File: src/rtl/pipe_stage_reg_pkg.sv
// ---------------------------------------------------------------------------
// pipe_stage_reg_pkg
// Shared pipeline-stage constants: the stage occupancy state encoding and a
// helper that maps a state onto the held-entry count.
// ---------------------------------------------------------------------------
package pipe_stage_reg_pkg;

  // Encodings are fixed so that state and occupancy share the same numbers.
  typedef enum logic [1:0] {
    ST_EMPTY = 2'd0,
    ST_ONE   = 2'd1,
    ST_TWO   = 2'd2
  } stage_state_e;

  localparam int unsigned MAX_ENTRIES = 2;

  // Number of entries held in a given state (0..MAX_ENTRIES).
  function automatic logic [1:0] state_occupancy(input stage_state_e s);
    logic [1:0] n;
    n = 2'd0;
    case (s)
      ST_EMPTY: n = 2'd0;
      ST_ONE:   n = 2'd1;
      ST_TWO:   n = 2'd2;
      default:  n = 2'd0;
    endcase
    return n;
  endfunction

endpackage

File: src/rtl/pipe_entry_reg.sv
// ---------------------------------------------------------------------------
// pipe_entry_reg
// One pipeline entry: a {pc, ir, payload} register with synchronous load and
// clear. Clear wins over load, so a flushed entry always reads as zero.
//
// Ports
//   clk           rising-edge clock
//   rst           asynchronous active-high reset, zeroes the entry
//   load          capture pc_next/ir_next/payload_next at the next edge
//   clear         zero the entry at the next edge (priority over load)
//   pc_next, ir_next, payload_next   value to capture
//   pc, ir, payload                  held value
// ---------------------------------------------------------------------------
module pipe_entry_reg #(
  parameter int unsigned PC_BITS      = 32,
  parameter int unsigned IR_BITS      = 32,
  parameter int unsigned PAYLOAD_BITS = 160
) (
  input  logic                    clk,
  input  logic                    rst,
  input  logic                    load,
  input  logic                    clear,
  input  logic [PC_BITS-1:0]      pc_next,
  input  logic [IR_BITS-1:0]      ir_next,
  input  logic [PAYLOAD_BITS-1:0] payload_next,
  output logic [PC_BITS-1:0]      pc,
  output logic [IR_BITS-1:0]      ir,
  output logic [PAYLOAD_BITS-1:0] payload
);

  // NOTE: the entry data is reset and cleared on purpose, not just the
  // valid state: the stage drives the head entry straight onto out_*, and a
  // bubble must read as all-zero rather than stale data.
  // NOTE: sequential state uses non-blocking assignments only, so every flop
  // samples its inputs as they were before the edge.
  always_ff @(posedge clk or posedge rst) begin
    if (rst) begin
      pc      <= '0;
      ir      <= '0;
      payload <= '0;
    end else if (clear) begin
      pc      <= '0;
      ir      <= '0;
      payload <= '0;
    end else if (load) begin
      pc      <= pc_next;
      ir      <= ir_next;
      payload <= payload_next;
    end
  end

endmodule

File: src/rtl/pipe_stage_reg.sv
// ---------------------------------------------------------------------------
// pipe_stage_reg
// Generic valid/ready pipeline stage register carrying {pc, ir, payload}.
// Existing stage registers map onto it by packing their control/data fields
// into payload. With SKID=1 it is a two-entry skid buffer whose in_ready is a
// flop (no combinational out_ready -> in_ready path); with SKID=0 it is a
// single entry with a combinational in_ready. Latency is one cycle and
// throughput one per cycle in both modes. out_* read zero whenever
// out_valid=0.
//
// Ports
//   clk, rst                  rising-edge clock, async active-high reset
//   flush                     discard all held entries at the next edge
//   in_valid / in_ready       upstream handshake
//   in_pc, in_ir, in_payload  offered instruction
//   out_valid / out_ready     downstream handshake
//   out_pc, out_ir, out_payload  head entry (zero when out_valid=0)
//   occupancy                 held entries, 0..2
//   stall_cnt                 saturating count of out_valid && !out_ready edges
// ---------------------------------------------------------------------------
module pipe_stage_reg
  import pipe_stage_reg_pkg::*;
#(
  parameter int unsigned PC_BITS      = 32,
  parameter int unsigned IR_BITS      = 32,
  parameter int unsigned PAYLOAD_BITS = 160,
  parameter int unsigned SKID         = 1,
  parameter int unsigned CNT_BITS     = 16
) (
  input  logic                    clk,
  input  logic                    rst,
  input  logic                    flush,
  input  logic                    in_valid,
  output logic                    in_ready,
  input  logic [PC_BITS-1:0]      in_pc,
  input  logic [IR_BITS-1:0]      in_ir,
  input  logic [PAYLOAD_BITS-1:0] in_payload,
  output logic                    out_valid,
  input  logic                    out_ready,
  output logic [PC_BITS-1:0]      out_pc,
  output logic [IR_BITS-1:0]      out_ir,
  output logic [PAYLOAD_BITS-1:0] out_payload,
  output logic [1:0]              occupancy,
  output logic [CNT_BITS-1:0]     stall_cnt
);

  localparam bit SKID_EN = (SKID != 0);

  stage_state_e state, state_next;

  logic accept;
  logic fire;

  logic head_load, head_clear, head_from_skid;
  logic skid_load, skid_clear;

  logic [PC_BITS-1:0]      head_pc_next;
  logic [IR_BITS-1:0]      head_ir_next;
  logic [PAYLOAD_BITS-1:0] head_payload_next;

  logic [PC_BITS-1:0]      skid_pc;
  logic [IR_BITS-1:0]      skid_ir;
  logic [PAYLOAD_BITS-1:0] skid_payload;

  assign out_valid = (state != ST_EMPTY);
  assign accept    = in_valid && in_ready;
  assign fire      = out_valid && out_ready;
  assign occupancy = state_occupancy(state);

  // -------------------------------------------------------------------------
  // State register
  // -------------------------------------------------------------------------
  always_ff @(posedge clk or posedge rst) begin
    if (rst) state <= ST_EMPTY;
    else     state <= state_next;
  end

  // -------------------------------------------------------------------------
  // Next state and entry control
  // -------------------------------------------------------------------------
  // NOTE: every signal written here gets a default first so no path through
  // the case leaves it unassigned (which would infer a latch).
  always_comb begin
    state_next     = state;
    head_load      = 1'b0;
    head_clear     = 1'b0;
    head_from_skid = 1'b0;
    skid_load      = 1'b0;
    skid_clear     = 1'b0;

    unique case (state)
      ST_EMPTY: begin
        if (accept) begin
          state_next = ST_ONE;
          head_load  = 1'b1;
        end
      end

      ST_ONE: begin
        if (accept && fire) begin
          // Head leaves and is replaced by the input in the same edge.
          head_load = 1'b1;
        end else if (accept) begin
          // Only reachable with SKID=1: with SKID=0 in_ready in ONE equals
          // out_ready, so an accept always coincides with a fire.
          if (SKID_EN) begin
            state_next = ST_TWO;
            skid_load  = 1'b1;
          end
        end else if (fire) begin
          state_next = ST_EMPTY;
          head_clear = 1'b1;
        end
      end

      ST_TWO: begin
        // in_ready is 0 here, so only a fire can move the state.
        if (fire) begin
          state_next     = ST_ONE;
          head_load      = 1'b1;
          head_from_skid = 1'b1;
          skid_clear     = 1'b1;
        end
      end

      default: begin
        state_next = ST_EMPTY;
        head_clear = 1'b1;
        skid_clear = 1'b1;
      end
    endcase

    // Flush overrides any accept/fire this cycle. A handshake that still
    // happens upstream or downstream is simply dropped from the stage.
    if (flush) begin
      state_next     = ST_EMPTY;
      head_load      = 1'b0;
      head_from_skid = 1'b0;
      skid_load      = 1'b0;
      head_clear     = 1'b1;
      skid_clear     = 1'b1;
    end
  end

  // Head is filled from the input, or from the skid entry when it is promoted.
  always_comb begin
    head_pc_next      = in_pc;
    head_ir_next      = in_ir;
    head_payload_next = in_payload;
    if (head_from_skid) begin
      head_pc_next      = skid_pc;
      head_ir_next      = skid_ir;
      head_payload_next = skid_payload;
    end
  end

  // -------------------------------------------------------------------------
  // Entry storage
  // -------------------------------------------------------------------------
  pipe_entry_reg #(
    .PC_BITS      (PC_BITS),
    .IR_BITS      (IR_BITS),
    .PAYLOAD_BITS (PAYLOAD_BITS)
  ) u_head (
    .clk          (clk),
    .rst          (rst),
    .load         (head_load),
    .clear        (head_clear),
    .pc_next      (head_pc_next),
    .ir_next      (head_ir_next),
    .payload_next (head_payload_next),
    .pc           (out_pc),
    .ir           (out_ir),
    .payload      (out_payload)
  );

  pipe_entry_reg #(
    .PC_BITS      (PC_BITS),
    .IR_BITS      (IR_BITS),
    .PAYLOAD_BITS (PAYLOAD_BITS)
  ) u_skid (
    .clk          (clk),
    .rst          (rst),
    .load         (skid_load),
    .clear        (skid_clear),
    .pc_next      (in_pc),
    .ir_next      (in_ir),
    .payload_next (in_payload),
    .pc           (skid_pc),
    .ir           (skid_ir),
    .payload      (skid_payload)
  );

  // -------------------------------------------------------------------------
  // Upstream ready
  // -------------------------------------------------------------------------
  if (SKID_EN) begin : g_skid_ready
    // Registered from the next state so in_ready == (state != ST_TWO) at all
    // times, and out_ready never reaches in_ready combinationally.
    logic ready_q;

    always_ff @(posedge clk or posedge rst) begin
      if (rst) ready_q <= 1'b1;
      else     ready_q <= (state_next != ST_TWO);
    end

    assign in_ready = ready_q;
  end else begin : g_single_ready
    assign in_ready = (state == ST_EMPTY) || out_ready;
  end

  // -------------------------------------------------------------------------
  // Back-pressure counter: saturating, cleared only by reset
  // -------------------------------------------------------------------------
  always_ff @(posedge clk or posedge rst) begin
    if (rst) begin
      stall_cnt <= '0;
    end else if (out_valid && !out_ready && (stall_cnt != {CNT_BITS{1'b1}})) begin
      stall_cnt <= stall_cnt + CNT_BITS'(1);
    end
  end

endmodule

File: config.mk
export PLATFORM = sky130hd
export DESIGN_NAME = pipe_stage_reg
export DESIGN_NICKNAME = d
export VERILOG_FILES = /design/src/rtl/pipe_stage_reg_pkg.sv /design/src/rtl/pipe_entry_reg.sv /design/src/rtl/pipe_stage_reg.sv
export SDC_FILE = /design/constraint.sdc
export NUM_CORES = 1
export LEC_CHECK = 0
export CORE_ASPECT_RATIO = 1.4
export CORE_MARGIN = 2
export CORE_UTILIZATION = 53
export CTS_CLUSTER_SIZE = 24
export DETAILED_ROUTE_END_ITERATION = 8
export PLACE_DENSITY_LB_ADDON = 0.2
export SLEW_MARGIN = 20
export SYNTH_ARGS = -nofsm -noshare
export SYNTH_HDL_FRONTEND = slang
export SYNTH_SLANG_ARGS = --single-unit
File: constraint.sdc
create_clock -name clk -period 42.7 [get_ports clk]
set_input_delay 6.405 -clock clk [delete_from_list [all_inputs] [get_ports clk]]
set_output_delay 6.405 -clock clk [all_outputs]
set_load 0.01 [all_outputs]
==> flow_summary_export.csv, run 1 <==
group,metric,value,unit
place,port_buffers,472,
synth,net_count_of_the_mapped_netlist,1577,
routing,drt-wirelength-per-cell,23.6,µm
synth,yosys.area.top_type_share,61.0,%
final_layout,area_growth,34.2,%
worst_setup_path,worstPathCellList,"clkdlybuf4s50_1 -> inv_1 -> nor3_4 -> buf_4 -> buf_4 -> mux2i_1 -> o2bb2ai_1",
timing,number_of_pins_with_negative_max_slew_slack_in_the_final_report,0,
final_layout,finish.net_count,1989,
timing,tns,0,ns
clocking,post_cts_hold_buffer_count,0,
clocking,cts_htree_levels,2,
synth,synth.cell_area,19100,µm²
timing,final_period_minus_worst_setup_slack,9.75,ns
clocking,post-cts-setup-buffers,0,
place,place.detailed.hpwl,32900,µm
clocking,clock_insertion_delay_worst_skew,0.56,ns
clocking,clock_transition_at_the_registers_of_the_reported_paths,0.06,ns
final_layout,utilization,71.9,%
hold_path,hold_class,"flop to flop",
floorplanning,die_outline_height,229,µm
worst_setup_path,critPathArrivalTime,10.16,ns
clocking,tritoncts_num_sinks,467,
place,dpl-instance-area,23900,µm²
timing,min_period_over_period,22.8,%
worst_setup_path,timing.reg2reg.setup_slack,39.03,ns
routing,drt_iter0_drc,1355,
worst_setup_path,timing.critical_path.slowest_cell_delay,0.91,ns
clocking,cts-buffers-inserted,46,
worst_setup_path,critPathLaunch,"out_ready",
synth,postSynth.topFlopCell,"sky130_fd_sc_hd__dfrtp_1",
final_layout,finish.instance_area,25700,µm²
routing,postRouteAntennaNets,0,
synth,syn_inst,1347,
floorplanning,dieArea,37700,µm²
synth,unique_masters_post_synth,37,
floorplanning,design.core.area,35700,µm²
clocking,root_buffer,"sky130_fd_sc_hd__clkbuf_16",
power,power_per_cell_area,42.3,nW/µm²
worst_setup_path,worst_r2r_path_depth,6,
clocking,postCtsResizedCells,0,
worst_setup_path,end_kind,"flop",
routing,vias,13849,
worst_setup_path,cp_max_fo,56,
floorplanning,boundaryPins,473,
final_layout,most_common_library_cell_in_the_layout_ignoring_fill_and_taps,"sky130_fd_sc_hd__clkdlybuf4s50_1",
power,ir_worst_vdd,0.0391,mV
routing,remaining_drc_errors,0,
floorplanning,die_x,165,µm
routing,detail_route.first_pass.iterations,5,
final_layout,final_cell_mix,"sky130_fd_sc_hd__clkdlybuf4s50_1, sky130_fd_sc_hd__dfrtp_1, sky130_fd_sc_hd__mux2i_1, sky130_fd_sc_hd__o2bb2ai_1, sky130_fd_sc_hd__a22o_1",
global_route,grt_first_pass_wirelength,83600,µm
power,total_power,0.00108,W
timing,timing.final.hold_violations,0,
synth,yosysTopAreaCell,"sky130_fd_sc_hd__dfrtp_1",
timing,final-setup-viol-count,0,
power,leakage,10.8,nW
synth,syn_area_per_cell,14.2,µm²
timing,worst-slew-pin-transition,1.27,ns
global_route,total_routing_usage_reported_by_global_routing,28.2,%
worst_setup_path,timing_worst_setup_path_type,"input pin to flop",
worst_setup_path,cell_with_the_largest_stage_delay_on_the_worst_path,"sky130_fd_sc_hd__buf_4",
synth,netlist_top_cells_area,"sky130_fd_sc_hd__dfrtp_1, sky130_fd_sc_hd__mux2i_1, sky130_fd_sc_hd__a22o_1",
clocking,cts_buffer_depth,3,
global_route,antenna_found_initial,12,
place,gp_congestion,0.825,
routing,wl,53400,µm
timing,clock.fmax,0.103,GHz
synth,yosysWarningCount,0,
synth,synth-async-reset-ratio,100,%
outcome,status,"complete, no violations",
worst_setup_path,worstReg2RegStart,"state[0]$_DFF_PP0_",
floorplanning,start_util,53.6,%
timing,skew,0.0114,ns
floorplanning,std_cell_rows,82,
run,cap_viol_max_count,0,
global_route,grt_start_max_net_pins,213,
final_layout,final_layout_size_suffix_gt1_share,6.02,%
clocking,cts_tree,"yes",
worst_setup_path,crit_top_cell,"sky130_fd_sc_hd__buf_4",
worst_setup_path,worstPathRequired,43.11,ns
global_route,grt_pass1_vias,14491,
timing,timing.max_slew.rel_slack,15.6,%
synth,synth-seq-area-share,61.1,%
worst_setup_path,setup.worst_path.end,"u_head.pc[21]$_DFFE_PP0P_",
timing,grt_setup_unrepaired,"false",
routing,vias_per_cell,6.11,
worst_setup_path,crit_path_start_kind,"input pin",
worst_setup_path,timing.rr.end,"u_head.pc[21]$_DFFE_PP0P_",
synth,ys_seq_elements,467,
synth,number_of_synthesized_flops_with_an_enable_pin,0,
global_route,grt_overflow_total,0,
==> metal layers <==
metal / share of wire [%] / track usage [%] / wire [µm] / vias up
met5: 0.024 / 0 / 13 / -
met1: 38 / 35.2 / 20300 / 7171
li1: - / - / - / 6023
met2: 48 / 44.2 / 25700 / 540
met3: 9.3 / 9.13 / 4990 / 113
met4: 4.5 / 13.5 / 2390 / 2
==> final cells by class <==
| cell class | count | area [µm²] |
|---|---|---|
| antenna | 11 | 27.5 |
| inverter | 5 | 31.3 |
| clock buffer | 64 | 1370 |
| clock inverter | 20 | 353 |
| multi-input combinational | 749 | 6730 |
| fill | 2431 | 10000 |
| sequential | 467 | 11700 |
| timing repair buffer | 490 | 4890 |
| tap | 462 | 578 |
==> power by group <==
group	internal (W)	total, W	switching (W)
Clock	0.000285	0.000458	0.000173
Sequential	0.000467	0.000485	0.0000177
Combinational	0.0000719	0.000142	0.0000701
==> worst min path at each step <==
stage | start | endpoint | slack, ns | depth (start not counted)
2_1_floorplan | u_skid.ir[29]$_DFFE_PP0P_ | u_skid.ir[29]$_DFFE_PP0P_ | 0.47 | 1
3_3_place_gp | u_head.payload[144]$_DFFE_PP0P_ | u_head.payload[144]$_DFFE_PP0P_ | 0.47 | 1
3_5_place_dp | u_head.payload[28]$_DFFE_PP0P_ | u_head.payload[28]$_DFFE_PP0P_ | 0.47 | 1
4_1_cts | u_head.payload[28]$_DFFE_PP0P_ | u_head.payload[28]$_DFFE_PP0P_ | 0.49 | 1
5_1_grt | u_head.payload[122]$_DFFE_PP0P_ | u_head.payload[122]$_DFFE_PP0P_ | 0.50 | 1
6_report | u_head.payload[125]$_DFFE_PP0P_ | u_head.payload[125]$_DFFE_PP0P_ | 0.49 | 1
==> cells in the mapped netlist, types with 2 or more instances <==
master,n
sky130_fd_sc_hd__nand4_1,5
sky130_fd_sc_hd__nor3_1,5
sky130_fd_sc_hd__a22o_1,224
sky130_fd_sc_hd__clkbuf_1,30
sky130_fd_sc_hd__inv_1,5
sky130_fd_sc_hd__mux2i_1,224
sky130_fd_sc_hd__nand3_1,7
sky130_fd_sc_hd__o2bb2ai_1,224
sky130_fd_sc_hd__dfrtp_1,466
sky130_fd_sc_hd__nor4_1,7
sky130_fd_sc_hd__xor2_1,12
sky130_fd_sc_hd__and3_1,3
sky130_fd_sc_hd__nand2_1,10
sky130_fd_sc_hd__and4_1,2
sky130_fd_sc_hd__buf_6,18
sky130_fd_sc_hd__o21bai_1,3
sky130_fd_sc_hd__buf_2,67
sky130_fd_sc_hd__a21oi_1,2
sky130_fd_sc_hd__xnor2_1,3
sky130_fd_sc_hd__or2_2,2
sky130_fd_sc_hd__nor2_1,3
sky130_fd_sc_hd__buf_4,10
==> registers in the layout (all words and copies together) (netlist names) <==
name	count
u_skid.pc	32
in_ready	1
u_head.ir	32
u_head.payload	160
u_skid.payload	160
u_skid.ir	32
state	2
stall_cnt	16
u_head.pc	32
==> logic make-up (layout without fill, tap and decap cells) <==
group | Yosys count | after routing | synth area share (%)
AO/OA/AOI/OAI | 457 | 457 | 20.9
XOR/XNOR | 15 | 15 | 0.687
adder cells (fa/ha/maj) | 1 | 1 | 0.0654
buffers and inverters | 131 | 579 | 3.92
flip-flops | 467 | 467 | 61.1
multiplexers | 225 | 225 | 11.8
other | 0 | 11 | 0
AND/OR/NAND/NOR | 51 | 51 | 1.59
==> metrics by stage <==
stage                     std cells  hold WS, ns  setup slack (ns)
final                          2268        0.487             32.95
after global placement         2173        0.471             32.17
after floorplan                1347        0.473             23.27
after detailed placement       2173        0.472             32.13
after global routing           2266        0.497             32.73
after CTS                      2257        0.492             32.68
==> worst max-delay path: cells and delay by family <==
family	cells	cell delay [ns]
AO/OA/AOI/OAI	1	0.08
buffers and inverters	4	2.60
multiplexers	1	0.30
AND/OR/NAND/NOR	1	0.64
No activity file was read; power rests on OpenSTA's default activity.
==> run 2, diff against run 1 <==
- CORE_UTILIZATION: 53 -> 45
- clock period: 42.7 -> 7.95 ns (I/O delays scaled with it)
==> run 2 against run 1 <==
  * Clock power rose to 5.2 times the previous value
  * Routed wire length rose by 0.43%
  * Core utilization fell by 11 points
  * Sequential power rose to 5.4 times the previous value
  * Design area rose by 0.39%
  * Register-to-register slack got worse by 34 ns
  * Non-clock buffer count fell by 1
  * Combinational power rose to 5.4 times the previous value
  * Global-route usage fell by 4.5 points
  * Largest cell class unchanged
  * Highest routed layer unchanged
==> flow_summary_export.csv, run 2 (same netlist as run 1, synthesis figures left out) <==
group,metric,value,unit
worst_setup_path,end_kind,"flop",
worst_setup_path,crit_path_start_kind,"input pin",
clocking,clock_transition_at_the_registers_of_the_reported_paths,0.06,ns
timing,timing.final.hold_violations,0,
routing,postRouteAntennaNets,0,
power,power_frac_clock,41.6,%
clocking,post_cts_hold_buffer_count,0,
floorplanning,die_x,178,µm
outcome,status,"complete, no violations",
final_layout,area_growth,34.7,%
floorplanning,dieArea,44200,µm²
timing,clock.fmax,0.266,GHz
global_route,total_routing_usage_reported_by_global_routing,23.6,%
power,power_frac_seq,45.2,%
final_layout,finish.instance_area,25800,µm²
worst_setup_path,cp_max_fo,68,
clocking,cts_buffer_depth,3,
worst_setup_path,critPathArrivalTime,4.15,ns
final_layout,fillCellCount,3301,
global_route,grtUsageMet3,7.05,%
place,port_buffers,472,
place,dpl-instance-area,24100,µm²
clocking,cts-buffers-inserted,46,
place,place.detailed.hpwl,32300,µm
worst_setup_path,worstReg2RegStart,"state[1]$_DFF_PP0_",
run,cap_viol_max_count,0,
routing,drt-wirelength-per-cell,22.8,µm
clocking,post-cts-setup-buffers,0,
clocking,postCtsResizedCells,0,
clocking,cts_tree,"yes",
power,p_sw,0.00141,W
clocking,clock_insertion_delay_worst_skew,0.56,ns
timing,final_period_minus_worst_setup_slack,3.76,ns
routing,detail_route.first_pass.iterations,5,
floorplanning,start_util,45.4,%
worst_setup_path,critPathLaunch,"out_ready",
power,ir_worst_vdd,0.168,mV
timing,tns,0,ns
timing,worst-slew-pin-transition,1.03,ns
power,total_power,0.00578,W
worst_setup_path,timing_worst_setup_path_type,"input pin to flop",
timing,skew,0.0225,ns
timing,final-setup-viol-count,0,
final_layout,finish.net_count,1988,
floorplanning,std_cell_rows,89,
routing,wl,53700,µm
global_route,grtUsageMet1,30.6,%
global_route,grt_start_max_net_pins,225,
global_route,grt_overflow_total,0,
place,gp_congestion,0.810,
floorplanning,die_outline_height,248,µm
global_route,globalRoute.busiestLayer,"met2",
routing,vias,13616,
global_route,antenna_found_initial,12,
floorplanning,boundaryPins,473,
power,power_per_cell_area,224,nW/µm²
timing,timing.max_slew.rel_slack,31.1,%
power,leakage,10.7,nW
power,power_frac_comb,13.3,%
power,intPower,0.00437,W
hold_path,hold_class,"flop to flop",
timing,min_period_over_period,47.4,%
worst_setup_path,worstPathRequired,8.34,ns
clocking,root_buffer,"sky130_fd_sc_hd__clkbuf_16",
final_layout,most_common_library_cell_in_the_layout_ignoring_fill_and_taps,"sky130_fd_sc_hd__clkdlybuf4s50_1",
global_route,grt_first_pass_wirelength,82700,µm
routing,remaining_drc_errors,0,
floorplanning,design.core.area,42100,µm²
final_layout,final_layout_size_suffix_gt1_share,5.69,%
hold_path,hold_path.startpoint,"u_head.ir[2]$_DFFE_PP0P_",
clocking,tritoncts_num_sinks,467,
timing,grt_setup_unrepaired,"false",
power,swShare,24.4,%
timing,number_of_pins_with_negative_max_slew_slack_in_the_final_report,0,
clocking,cts_htree_levels,2,
routing,vias_per_cell,5.79,
global_route,grt_pass1_vias,14208,
final_layout,layout_top_registers,"u_head.payload: 160 flops, u_skid.payload: 160 flops",
global_route,grtUsageMet2,36.8,%
final_layout,utilization,61.2,%
final_layout,final_cell_mix,"sky130_fd_sc_hd__clkdlybuf4s50_1, sky130_fd_sc_hd__dfrtp_1, sky130_fd_sc_hd__mux2i_1, sky130_fd_sc_hd__o2bb2ai_1, sky130_fd_sc_hd__a22o_1",
routing,drt_iter0_drc,860,
[run 2: changes by cell type in the layout (fill, tap and decap cells not counted), moves of 2 or more]
| cell | before | now |
|---|---|---|
| sky130_fd_sc_hd__clkbuf_1 | 6 | 10 |
| sky130_fd_sc_hd__buf_12 | 2 | 7 |
| sky130_fd_sc_hd__buf_4 | 14 | 9 |
| sky130_fd_sc_hd__buf_6 | 2 | 0 |
| sky130_fd_sc_hd__clkinv_2 | 9 | 5 |
| sky130_fd_sc_hd__bufinv_16 | 10 | 8 |
[run 2: power by group through the flow]
stage,clock (W),combinational (W),sequential (W)
after floorplan,0,0.000273,0.00268
after global placement,0,0.000758,0.00264
after detailed placement,0,0.000771,0.00264
after CTS,0.00245,0.000773,0.00261
after global routing,0.00255,0.000825,0.00262
final,0.00240,0.000767,0.00261
[run 2: worst paths after layout]
| kind | endpoint | slack (ns) | depth (start not counted) |
|---|---|---|---|
| max | u_head.payload[45]$_DFFE_PP0P_ | 4.19 | 7 |
| max reg2reg | u_head.payload[45]$_DFFE_PP0P_ | 4.93 | 6 |
| min in group asynchronous | u_head.payload[118]$_DFFE_PP0P_ | 1.17 | 2 |
| min | u_head.ir[2]$_DFFE_PP0P_ | 0.49 | 1 |
| min reg2reg | u_head.ir[2]$_DFFE_PP0P_ | 0.49 | 1 |
| max in group asynchronous | u_head.ir[24]$_DFFE_PP0P_ | 4.98 | 4 |
[run 2: layout make-up]
class,count,area [µm²],area share (%)
diodes,11,27.5,0.107
clock inverters,15,282,1.09
well taps,546,683,2.65
multi-input cells,749,6730,26.1
inverters,5,22.5,0.0874
clock buffers,68,1390,5.38
repair buffers,489,4960,19.2
flip-flops and latches,467,11700,45.3
[run 2: metal layers]
layer	wire, µm	vias to the layer above
met2	25700	445
met4	2020	4
met3	4400	100
met5	27	-
met1	21600	7022
li1	-	6045
[run 2: critical path, cell delays in order]
cell	delay [ns]
sky130_fd_sc_hd__clkdlybuf4s50_1	0.55
sky130_fd_sc_hd__nand2_1	0.16
sky130_fd_sc_hd__a21oi_1	0.13
sky130_fd_sc_hd__o21bai_4	0.42
sky130_fd_sc_hd__buf_4	0.63
sky130_fd_sc_hd__buf_4	0.75
sky130_fd_sc_hd__o2bb2ai_1	0.20
[run 2: per-stage QoR]
step,std cells,hold slack (ns),setup WS [ns]
6_report,2350,0.488,4.19
4_1_cts,2338,0.491,4.23
3_3_place_gp,2255,0.471,3.80
5_1_grt,2348,0.498,4.01
2_1_floorplan,1347,0.473,0.435
3_5_place_dp,2255,0.473,3.66
==> run 3, diff against run 2 <==
- clock period: 7.95 -> 3.2 ns (I/O delays scaled with it)
==> run 3 against run 2 <==
  * Sequential share of layout area is 0.53 points lower
  * Power up 140%
  * Setup slack worse by 3.4 ns
  * Die area is the same
  * Count of clock-buffer cells in the layout up 2
  * Critical path type is now flop to primary output
  * Largest cell class unchanged
==> flow_summary_export.csv, run 3 (same netlist as run 1, synthesis figures left out) <==
group,metric,value,unit
final_layout,final_layout_size_suffix_gt1_share,6.93,%
floorplanning,start_util,45.4,%
timing,hold_ws,0.372,ns
final_layout,final-instance-count-excl-fill,2370,
final_layout,area_growth,36.3,%
global_route,grt_start_max_net_pins,123,
timing,clock.fmax,0.420,GHz
timing,timing.max_slew.rel_slack,43.5,%
timing,final-setup-viol-count,0,
worst_setup_path,cell_with_the_largest_stage_delay_on_the_worst_path,"sky130_fd_sc_hd__clkdlybuf4s50_1",
floorplanning,boundaryPins,473,
worst_setup_path,timing_worst_setup_path_type,"flop to primary output",
worst_setup_path,worstPathRequired,2.72,ns
final_layout,most_common_library_cell_in_the_layout_ignoring_fill_and_taps,"sky130_fd_sc_hd__clkdlybuf4s50_1",
outcome,status,"complete, no violations",
clocking,post-cts-setup-buffers,0,
worst_setup_path,crit_path_start_kind,"flop",
final_layout,utilization,62.0,%
floorplanning,die_outline_height,248,µm
place,port_buffers,472,
floorplanning,std_cell_rows,89,
global_route,grt_first_pass_wirelength,83900,µm
global_route,grt_overflow_total,0,
routing,remaining_drc_errors,0,
run,cap_viol_max_count,0,
place,gp_congestion,0.817,
timing,min_period_over_period,74.4,%
routing,drt_iter0_drc,953,
final_layout,final_cell_mix,"sky130_fd_sc_hd__clkdlybuf4s50_1, sky130_fd_sc_hd__dfrtp_1, sky130_fd_sc_hd__mux2i_1, sky130_fd_sc_hd__o2bb2ai_1, sky130_fd_sc_hd__a22o_1",
worst_setup_path,timing.critical_path.slowest_cell_delay,0.56,ns
global_route,antenna_found_initial,7,
power,power_per_cell_area,535,nW/µm²
worst_setup_path,worst-path-buf-inv,2,
timing,skew,0.00946,ns
timing,grt_setup_unrepaired,"false",
timing,worst-slew-pin-transition,0.839,ns
clocking,clock_transition_at_the_registers_of_the_reported_paths,0.06,ns
clocking,cts_htree_levels,2,
power,power_frac_clock,39.6,%
worst_setup_path,end_kind,"primary output",
clocking,cts-buffers-inserted,47,
place,numPlacedInstances,2286,
worst_setup_path,worst_r2r_path_depth,5,
worst_setup_path,critPathArrivalTime,1.90,ns
floorplanning,die_x,178,µm
routing,wl,53900,µm
routing,vias_per_cell,5.82,
global_route,grt_pass1_vias,14324,
floorplanning,design.core.area,42100,µm²
power,power_frac_comb,14.0,%
routing,vias,13798,
routing,detail_route.first_pass.iterations,5,
worst_setup_path,cp_max_fo,7,
power,p_sw,0.00344,W
place,place.detailed.hpwl,34800,µm
power,ir_worst_vdd,0.421,mV
routing,postRouteAntennaNets,0,
power,intPower,0.0105,W
worst_setup_path,path_delay_family,"buffers and inverters",
clocking,cts_tree,"yes",
timing,number_of_pins_with_negative_max_slew_slack_in_the_final_report,0,
timing,timing.final.hold_violations,0,
worst_setup_path,levels_on_crit_path,3,
clocking,clock_insertion_delay_worst_skew,0.55,ns
power,leakage,10.9,nW
power,power_frac_seq,46.4,%
power,swShare,24.6,%
global_route,total_routing_usage_reported_by_global_routing,24.0,%
clocking,postCtsResizedCells,0,
final_layout,finish.net_count,2019,
routing,drt-wirelength-per-cell,22.7,µm
clocking,cts_buffer_depth,3,
clocking,root_buffer,"sky130_fd_sc_hd__clkbuf_16",
hold_path,hold_class,"input pin to asynchronous set/reset pin",
clocking,post_cts_hold_buffer_count,0,
timing,final_period_minus_worst_setup_slack,2.38,ns
final_layout,layout_top_registers,"u_head.payload: 160 flops, u_skid.payload: 160 flops",
worst_setup_path,worstPathCellList,"nand2b_1 -> inv_1 -> clkdlybuf4s50_1",
floorplanning,dieArea,44200,µm²
final_layout,fillCellCount,3207,
clocking,tritoncts_num_sinks,467,
==> run 3: changes by cell type in the layout (fill, tap and decap cells not counted) <==
cell,previous run,this run
sky130_fd_sc_hd__clkinv_2,5,3
sky130_fd_sc_hd__bufinv_16,8,3
sky130_fd_sc_hd__buf_16,1,0
sky130_fd_sc_hd__buf_4,9,20
sky130_fd_sc_hd__buf_12,7,27
sky130_fd_sc_hd__diode_2,11,7
sky130_fd_sc_hd__clkbuf_8,9,11
sky130_fd_sc_hd__clkinv_4,1,0
==> run 3: worst paths after layout <==
check / slack [ns] / to / from
worst max-delay path: 0.82 / occupancy[1] / state[0]$_DFF_PP0_
worst min-delay path: 0.37 / u_head.payload[111]$_DFFE_PP0P_ / rst
worst max register to register: 1.06 / u_head.payload[28]$_DFFE_PP0P_ / state[1]$_DFF_PP0_
worst min register to register: 0.49 / u_head.payload[1]$_DFFE_PP0P_ / u_head.payload[1]$_DFFE_PP0P_
max in group asynchronous: 1.87 / u_head.payload[0]$_DFFE_PP0P_ / rst
min in group clk: 0.49 / u_head.payload[1]$_DFFE_PP0P_ / u_head.payload[1]$_DFFE_PP0P_
==> run 3: layout make-up <==
| cell class | count | area, µm² | area share, % |
|---|---|---|---|
| diodes | 7 | 17.5 | 0.0672 |
| clock buffers | 70 | 1420 | 5.43 |
| clock inverters | 7 | 113 | 0.432 |
| inverters | 5 | 22.5 | 0.0864 |
| multi-input cells | 749 | 6730 | 25.8 |
| flip-flops and latches | 467 | 11700 | 44.8 |
| well taps | 546 | 683 | 2.62 |
| repair buffers | 519 | 5420 | 20.8 |
==> run 3: layer usage <==
layer	up-vias	GRT usage, %	routed length, µm
met3	106	6.36	4210
met2	469	38.1	25700
li1	6086	-	-
met4	0	9.11	2010
met5	-	0	0
met1	7137	31.5	22000
==> run 3: through the flow <==
stage	worst slack (ns)	power (W)	area, µm²	setup TNS, ns
6_report	0.820	0.0139	26100	0
4_1_cts	0.805	0.0141	26100	0
2_1_floorplan	-3.60	0.00734	19100	-1680.42
5_1_grt	0.741	0.0145	26100	0
3_5_place_dp	0.458	0.00853	24500	0
3_3_place_gp	0.547	0.00850	24500	0
==> run 3: power by group through the flow <==
stage | Clock (W) | Combinational [W] | Sequential, W
finish | 0.00552 | 0.00195 | 0.00648
global route | 0.00589 | 0.00209 | 0.00651
CTS | 0.00563 | 0.00197 | 0.00647
detailed placement | 0 | 0.00197 | 0.00657
global placement | 0 | 0.00194 | 0.00657
floorplan | 0 | 0.000679 | 0.00666
==> run 3: worst register-to-register path, cell delays in order (launching register included) <==
cell and delay (ns):
sky130_fd_sc_hd__dfrtp_1 0.47, sky130_fd_sc_hd__nand3b_4 0.20, sky130_fd_sc_hd__a32oi_1 0.14, sky130_fd_sc_hd__nor2_4 0.39
sky130_fd_sc_hd__buf_12 0.48, sky130_fd_sc_hd__o2bb2ai_1 0.37
